--- config.mk ---
export PLATFORM = sky130hd
export DESIGN_NAME = servo_frame_sequencer_flat
export DESIGN_NICKNAME = d
export VERILOG_FILES = /design/src/rtl/servo_frame_sequencer_if.sv /design/src/rtl/servo_frame_sequencer.sv /design/src/flat_wrapper.sv
export SDC_FILE = /design/constraint.sdc
export NUM_CORES = 1
export LEC_CHECK = 0
export ABC_AREA = 1
export ABC_CLOCK_PERIOD_IN_PS = 2950
export CAP_MARGIN = 20
export CELL_PAD_IN_SITES_DETAIL_PLACEMENT = 1
export CELL_PAD_IN_SITES_GLOBAL_PLACEMENT = 1
export CORE_MARGIN = 5
export CORE_UTILIZATION = 30
export CTS_BUF_LIST = sky130_fd_sc_hd__clkbuf_8 sky130_fd_sc_hd__clkbuf_16
export CTS_CLUSTER_SIZE = 25
export DETAILED_ROUTE_END_ITERATION = 8
export PLACE_DENSITY_LB_ADDON = 0.1
export SYNTH_ARGS = -nofsm -noshare
export SYNTH_HDL_FRONTEND = slang
export SYNTH_SLANG_ARGS = --single-unit
--- constraint.sdc ---
create_clock -name clk -period 2.95 [get_ports clk]
set_input_delay 0.59 -clock clk [delete_from_list [all_inputs] [get_ports clk]]
set_output_delay 0.59 -clock clk [all_outputs]
set_load 0.005 [all_outputs]
--- src/rtl/servo_frame_sequencer_if.sv ---
// Command-side and transmitter-side handshake bundle for servo_frame_sequencer.
// master: command source / transmitter side; slave: the sequencer itself.
interface servo_frame_sequencer_if;
  logic        cmd_valid;
  logic        cmd_ready;
  logic [7:0]  servo_id;
  logic [15:0] position;
  logic [15:0] move_time;
  logic        tx_wr;
  logic [7:0]  tx_data;
  logic        tx_busy;
  logic        frame_done;
  logic        frame_err;

  modport master (
    output cmd_valid, servo_id, position, move_time, tx_busy,
    input  cmd_ready, tx_wr, tx_data, frame_done, frame_err
  );

  modport slave (
    input  cmd_valid, servo_id, position, move_time, tx_busy,
    output cmd_ready, tx_wr, tx_data, frame_done, frame_err
  );
endinterface

--- src/rtl/servo_frame_sequencer.sv ---
// Builds 10-byte servo move frames (55 55 ID LEN CMD POS TIME CHK) and feeds them to the UART transmitter.
// Optional feature: define SERVO_POS_CLAMP_EN to clamp the latched position to POS_MAX.
module servo_frame_sequencer #(
  parameter int unsigned GAP_CYCLES     = 4,
  parameter int unsigned TIMEOUT_CYCLES = 64,
  parameter int unsigned POS_MAX        = 1000,
  parameter logic [7:0]  CMD_MOVE       = 8'h01
) (
  input logic                    clk,
  input logic                    rst,
  servo_frame_sequencer_if.slave bus
);
  localparam int unsigned TW = (TIMEOUT_CYCLES > 1) ? $clog2(TIMEOUT_CYCLES) : 1;
  localparam int unsigned GW = (GAP_CYCLES > 1) ? $clog2(GAP_CYCLES) : 1;
  localparam logic [7:0]    LEN      = 8'd7;
  localparam logic [TW-1:0] TO_LAST  = TW'(TIMEOUT_CYCLES - 1);
  localparam logic [GW-1:0] GAP_LAST = GW'(GAP_CYCLES - 1);

  typedef enum logic [2:0] {IDLE, LOAD, LAUNCH, SEND, GAP} state_t;

  state_t        state;
  logic [3:0]    idx;
  logic [TW-1:0] to_cnt;
  logic [GW-1:0] gap_cnt;
  logic [7:0]    id_q, chk_q;
  logic [15:0]   pos_q, time_q;
  logic [15:0]   pos_acc;
  logic [7:0]    chk_acc;
  logic [7:0]    frame_byte;

  always_comb begin
`ifdef SERVO_POS_CLAMP_EN
    pos_acc = (32'(bus.position) > POS_MAX) ? POS_MAX[15:0] : bus.position;
`else
    pos_acc = bus.position;
`endif
    // 8-bit modulo sum over ID..TIME_H; the two header bytes are excluded
    chk_acc = ~(bus.servo_id + LEN + CMD_MOVE + pos_acc[7:0] + pos_acc[15:8] +
                bus.move_time[7:0] + bus.move_time[15:8]);
  end

  always_comb begin
    case (idx)
      4'd0, 4'd1: frame_byte = 8'h55;
      4'd2:       frame_byte = id_q;
      4'd3:       frame_byte = LEN;
      4'd4:       frame_byte = CMD_MOVE;
      4'd5:       frame_byte = pos_q[7:0];
      4'd6:       frame_byte = pos_q[15:8];
      4'd7:       frame_byte = time_q[7:0];
      4'd8:       frame_byte = time_q[15:8];
      default:    frame_byte = chk_q;
    endcase
  end

  always_ff @(posedge clk or posedge rst) begin
    if (rst) begin
      state          <= IDLE;
      idx            <= '0;
      to_cnt         <= '0;
      gap_cnt        <= '0;
      id_q           <= '0;
      chk_q          <= '0;
      pos_q          <= '0;
      time_q         <= '0;
      bus.cmd_ready  <= 1'b0;
      bus.tx_wr      <= 1'b0;
      bus.tx_data    <= '0;
      bus.frame_done <= 1'b0;
      bus.frame_err  <= 1'b0;
    end else begin
      bus.frame_done <= 1'b0;
      bus.frame_err  <= 1'b0;
      case (state)
        IDLE: begin
          if (bus.cmd_valid && bus.cmd_ready) begin
            id_q          <= bus.servo_id;
            pos_q         <= pos_acc;
            time_q        <= bus.move_time;
            chk_q         <= chk_acc;
            idx           <= '0;
            bus.cmd_ready <= 1'b0;
            state         <= LOAD;
          end else begin
            bus.cmd_ready <= 1'b1;
          end
        end
        LOAD: begin
          // tx_wr rises together with the LAUNCH entry, so the data is already stable
          bus.tx_data <= frame_byte;
          bus.tx_wr   <= 1'b1;
          to_cnt      <= '0;
          state       <= LAUNCH;
        end
        LAUNCH: begin
          if (bus.tx_busy) begin
            state <= SEND;
          end else if (to_cnt == TO_LAST) begin
            bus.tx_wr     <= 1'b0;
            bus.frame_err <= 1'b1;
            state         <= IDLE;
          end else begin
            to_cnt <= to_cnt + TW'(1);
          end
        end
        SEND: begin
          if (!bus.tx_busy) begin
            bus.tx_wr <= 1'b0;
            if (idx == 4'd9) begin
              bus.frame_done <= 1'b1;
              state          <= IDLE;
            end else begin
              idx     <= idx + 4'd1;
              gap_cnt <= '0;
              state   <= GAP;
            end
          end
        end
        GAP: begin
          if (gap_cnt == GAP_LAST) state <= LOAD;
          else gap_cnt <= gap_cnt + GW'(1);
        end
        default: state <= IDLE;
      endcase
    end
  end
endmodule

--- src/flat_wrapper.sv ---
// flat-port wrapper written by rule: the top's interface ports become plain ports
module servo_frame_sequencer_flat 
#(
  parameter int unsigned GAP_CYCLES     = 4,
  parameter int unsigned TIMEOUT_CYCLES = 64,
  parameter int unsigned POS_MAX        = 1000,
  parameter logic [7:0]  CMD_MOVE       = 8'h01
)
  (clk, rst, bus_cmd_valid, bus_servo_id, bus_position, bus_move_time, bus_tx_busy, bus_cmd_ready, bus_tx_wr, bus_tx_data, bus_frame_done, bus_frame_err);
  servo_frame_sequencer_if bus_i ();
  input logic clk;
  input logic rst;
  input wire logic [$bits(bus_i.cmd_valid)-1:0] bus_cmd_valid;
  input wire logic [$bits(bus_i.servo_id)-1:0] bus_servo_id;
  input wire logic [$bits(bus_i.position)-1:0] bus_position;
  input wire logic [$bits(bus_i.move_time)-1:0] bus_move_time;
  input wire logic [$bits(bus_i.tx_busy)-1:0] bus_tx_busy;
  output wire logic [$bits(bus_i.cmd_ready)-1:0] bus_cmd_ready;
  output wire logic [$bits(bus_i.tx_wr)-1:0] bus_tx_wr;
  output wire logic [$bits(bus_i.tx_data)-1:0] bus_tx_data;
  output wire logic [$bits(bus_i.frame_done)-1:0] bus_frame_done;
  output wire logic [$bits(bus_i.frame_err)-1:0] bus_frame_err;
  assign bus_i.cmd_valid = bus_cmd_valid;
  assign bus_i.servo_id = bus_servo_id;
  assign bus_i.position = bus_position;
  assign bus_i.move_time = bus_move_time;
  assign bus_i.tx_busy = bus_tx_busy;
  assign bus_cmd_ready = bus_i.cmd_ready;
  assign bus_tx_wr = bus_i.tx_wr;
  assign bus_tx_data = bus_i.tx_data;
  assign bus_frame_done = bus_i.frame_done;
  assign bus_frame_err = bus_i.frame_err;
  servo_frame_sequencer #(.GAP_CYCLES(GAP_CYCLES), .TIMEOUT_CYCLES(TIMEOUT_CYCLES), .POS_MAX(POS_MAX), .CMD_MOVE(CMD_MOVE)) u_core (.clk(clk), .rst(rst), .bus(bus_i));
endmodule
==> impl_results.md, run 1 <==
- Reg clk slew, reported paths: 0.06 ns
- Initial antenna violation count: 0
- Period minus WS final: 2.96 ns
- Initial core utilization: 30.7%
- Hold Vio Cnt, Final: 0
- Area growth syn-to-layout: 36.7%
- # diodes: 0
- Die area: 0.0175 sq mm
- Wirelength, routed: 13,600 um
- Min-delay worst type: flip-flop to flip-flop
- Post-synth cell types: 33
- First-pass detailed-route iteration total: 4
- Worst slew pin tran: 0.684 ns
- First-pass GRT wire length: 22,800 um
- Cts bufs inserted: 9
- Hold Buf Count CTS: 0
- Gr busiest metal: met2
- Via density: 4.58
- Status: finished with violations
- I/O Buffers: 55
- PnR worst setup slack: -0.0146 ns
- Share of layout cells above drive strength 1: 24.9%
- VDD IR max: 0.370 mV
- Setup Skew: 0.00605 ns
- Synth warn: 0
- FILL cells: 1,785
- Io pins: 56
- Die Width: 132 um
- Drt initial violations: 110
- Vias in the first global route: 4,453
- Largest net degree at the start of global routing: 61
- Worst EP arrival: 3.20 ns
- Leakage power figure: 3.09 nW
- Period utilization: 100%
- Peak Freq: 0.337 GHz
- Gr usage total: 16.6%
- Nets: 767
- Most used flip-flop cell after synthesis: dfrtp_1
- Violated checks: setup timing
- Mapped Nets: 649
- Mean Syn Cell Area: 7.94 sq um
- Fin. max-slew vios: 0
- Async set-reset flop share out of synthesis: 100%
- Met1 usage: 19.5%
- Post-route DRC: 0
- Clk Latency, worst-skew pair: 0.34 ns
- Synth Instances: 566
- Final setup violation count: 1
- Post-layout utilization of the core: 42.0%
- Path depth of the worst reg2reg path: 11
- TritonCTS clock tree: done
- Core Rows: 44
- Gr ovfl total: 0
- Met2 Use GR: 30.2%
- Critical Path End Type: flip-flop
- Seq/Total Area, Yosys: 41.7%
- Dpl hpwl: 9520 um
- Pre-CTS setup slack: -0.869 ns
- CP max FO: 4
- Vias after detailed routing: 3,996
- EDFF count, synth: 0
- Max Cap Viol: 0
- DRT antenna net count: 0
- Top cells by area, synth: dfrtp_1, nand2_1, fa_1
- H-tree depth: 3
- CTS sink cnt: 75
- Post-synth top area share: 41.7%
- Flip-flop and latch count after synthesis: 75
- Gpl congestion: 0.765
- Most area-hungry cell type in the Yosys netlist: dfrtp_1
- Critical Path RT: 3.18 ns
- Core area: 0.0146 sq mm
- Die height: 132 um
- Clock Tree Root: clkbuf_16
- Met3 Use GR: 4.10%
- Pwr per Cell Area: 844 mW/mm^2
- Clock Path Buffers: 2
- Crit start category: input port
- WS Path Type: input port to flip-flop
- Worst slew margin: 54.4%
- DR WL/cell: 15.6 um
- RSZ-0062 raised after global routing: yes
- Min-Delay Path Depth: 2
- Post-Syn Area: 0.00450 sq mm
==> state kept, by name (all words and copies together), names as in the netlist, 3 cells and up <==
signal,count
u_core.idx,4
u_core.chk_q,8
u_core.pos_q,16
u_core.time_q,16
u_core.to_cnt,6
u_core.id_q,8
u_core.state,3
u_core.bus.tx_data,8
==> placed cells by master, fill, tap and decap left out, types with 2 or more instances in the layout <==
cell | netlist | final
nand2_1 | 198 | 196
dfrtp_1 | 75 | 75
buf_4 | 3 | 62
inv_1 | 90 | 58
inv_2 | 7 | 35
clkdlybuf4s50_1 | 0 | 29
o21ai_0 | 30 | 28
nor2_1 | 27 | 27
o21ai_1 | 19 | 19
nand3_1 | 23 | 18
fa_1 | 20 | 14
dlygate4sd2_1 | 0 | 14
ha_1 | 19 | 12
clkbuf_16 | 0 | 9
nor3_1 | 7 | 7
ha_4 | 0 | 7
buf_2 | 7 | 7
nand2_2 | 4 | 6
nand3_2 | 1 | 6
fa_2 | 0 | 6
nor2_2 | 5 | 5
nand4_1 | 5 | 5
a21oi_1 | 6 | 4
o21ai_2 | 1 | 3
nor2_4 | 3 | 3
xor2_1 | 3 | 3
buf_6 | 1 | 3
inv_4 | 0 | 2
inv_8 | 0 | 2
xnor2_1 | 2 | 2
a21oi_2 | 0 | 2
bufinv_16 | 0 | 2
clkinv_2 | 0 | 2
buf_12 | 0 | 2
==> through the flow <==
stage / hold WS (ns) / instances / power (mW) / area (sq um) / setup TNS, ns
detailed placement: 0.463 / 819 / 3.92 / 5500 / -4.30
finish: 0.474 / 872 / 5.19 / 6150 / -0.0146
global placement: 0.458 / 819 / 3.82 / 5500 / -4.19
CTS: 0.479 / 874 / 5.24 / 6160 / -0.103
floorplan: 0.442 / 566 / 3.15 / 4570 / -0.525
global route: 0.493 / 872 / 5.67 / 6150 / -0.294
==> cell usage after synthesis, types with 7 or more instances <==
cell	number
inv_2	7
o21ai_1	19
inv_1	90
nand2_1	198
nor2_1	27
dfrtp_1	75
nand3_1	23
fa_1	20
buf_2	7
ha_1	19
nor3_1	7
o21ai_0	30
==> power breakdown <==
group / switching, mW / total [mW] / internal [mW]
clock: 0.446 / 1.20 / 0.756
sequential: 0.261 / 1.71 / 1.45
combinational: 1.33 / 2.27 / 0.943
total: 2.04 / 5.19 / 3.15
==> critical path: stages <==
cell,delay (ns)
clkdlybuf4s50_1,0.44
ha_1,0.29
inv_1,0.06
fa_1,0.52
fa_1,0.51
inv_2,0.05
ha_4,0.29
nand2_2,0.05
inv_2,0.06
nand3_2,0.07
nand3_2,0.08
nand3_2,0.07
nand3_2,0.07
nand2_1,0.05
==> kinds of logic (layout without fill, tap and decap cells) <==
| family | after synthesis | count (layout) | synth area share (%) |
|---|---|---|---|
| and+or+nand+nor | 277 | 277 | 25.9 |
| buffers and inverters | 109 | 231 | 9.71 |
| DFF | 75 | 75 | 41.7 |
| AOI/OAI and AO/OA | 61 | 61 | 7.46 |
| adders and majority gates | 39 | 39 | 14.2 |
| xor gates and xnor gates | 5 | 5 | 0.974 |
==> per-layer routing <==
metal	vias up	wire (um)
met5	-	0
met4	0	222
met3	15	401
met2	56	7020
met1	1951	5920
li1	1974	-
==> cell type report <==
class	count	area, sq um	share of cell area, %
multi-input cells	382	2330	37.9
flip-flops and latches	75	1880	30.5
repair buffers	119	1010	16.4
inverters	97	384	6.25
clock buffers	10	239	3.89
well taps	184	230	3.75
clock inverters	5	77.6	1.26
==> timing repair <==
item | CTS | global route
setup endpoints to repair | 5 | 6
pin swaps | 34 | 16
setup buffers | 40 | 1
resized for setup | 101 | 9
==> path summary, 6_finish.rpt <==
| kind | start | to | slack, ns |
|---|---|---|---|
| worst max-delay path | bus_position[13] | u_core.chk_q[7]$_DFFE_PP0P_ | -0.01 |
| worst min-delay path | u_core.pos_q[14]$_DFFE_PP0P_ | u_core.pos_q[14]$_DFFE_PP0P_ | 0.47 |
| worst max register to register | u_core.idx[0]$_DFFE_PP0P_ | u_core.bus.tx_data[2]$_DFFE_PP0P_ | 0.94 |
| worst min register to register | u_core.pos_q[14]$_DFFE_PP0P_ | u_core.pos_q[14]$_DFFE_PP0P_ | 0.47 |
| max in group asynchronous | rst | u_core.chk_q[2]$_DFFE_PP0P_ | 1.66 |
| min in group asynchronous | rst | u_core.gap_cnt[0]$_DFFE_PP0P_ | 0.62 |
(Power assumes the default switching activity.)
==> run 2: changes to the inputs <==
--- a/config.mk
+++ b/config.mk
@@ -13,8 +13,10 @@
 export CORE_MARGIN = 5
 export CORE_UTILIZATION = 30
 export CTS_BUF_LIST = sky130_fd_sc_hd__clkbuf_8 sky130_fd_sc_hd__clkbuf_16
+export CTS_CLUSTER_DIAMETER = 100
 export CTS_CLUSTER_SIZE = 25
 export DETAILED_ROUTE_END_ITERATION = 8
+export GPL_ROUTABILITY_DRIVEN = 0
 export PLACE_DENSITY_LB_ADDON = 0.1
 export SYNTH_ARGS = -nofsm -noshare
 export SYNTH_HDL_FRONTEND = slang
==> results of run 2 <==
Final layout, timing and power as in run 1 (identical DEF).
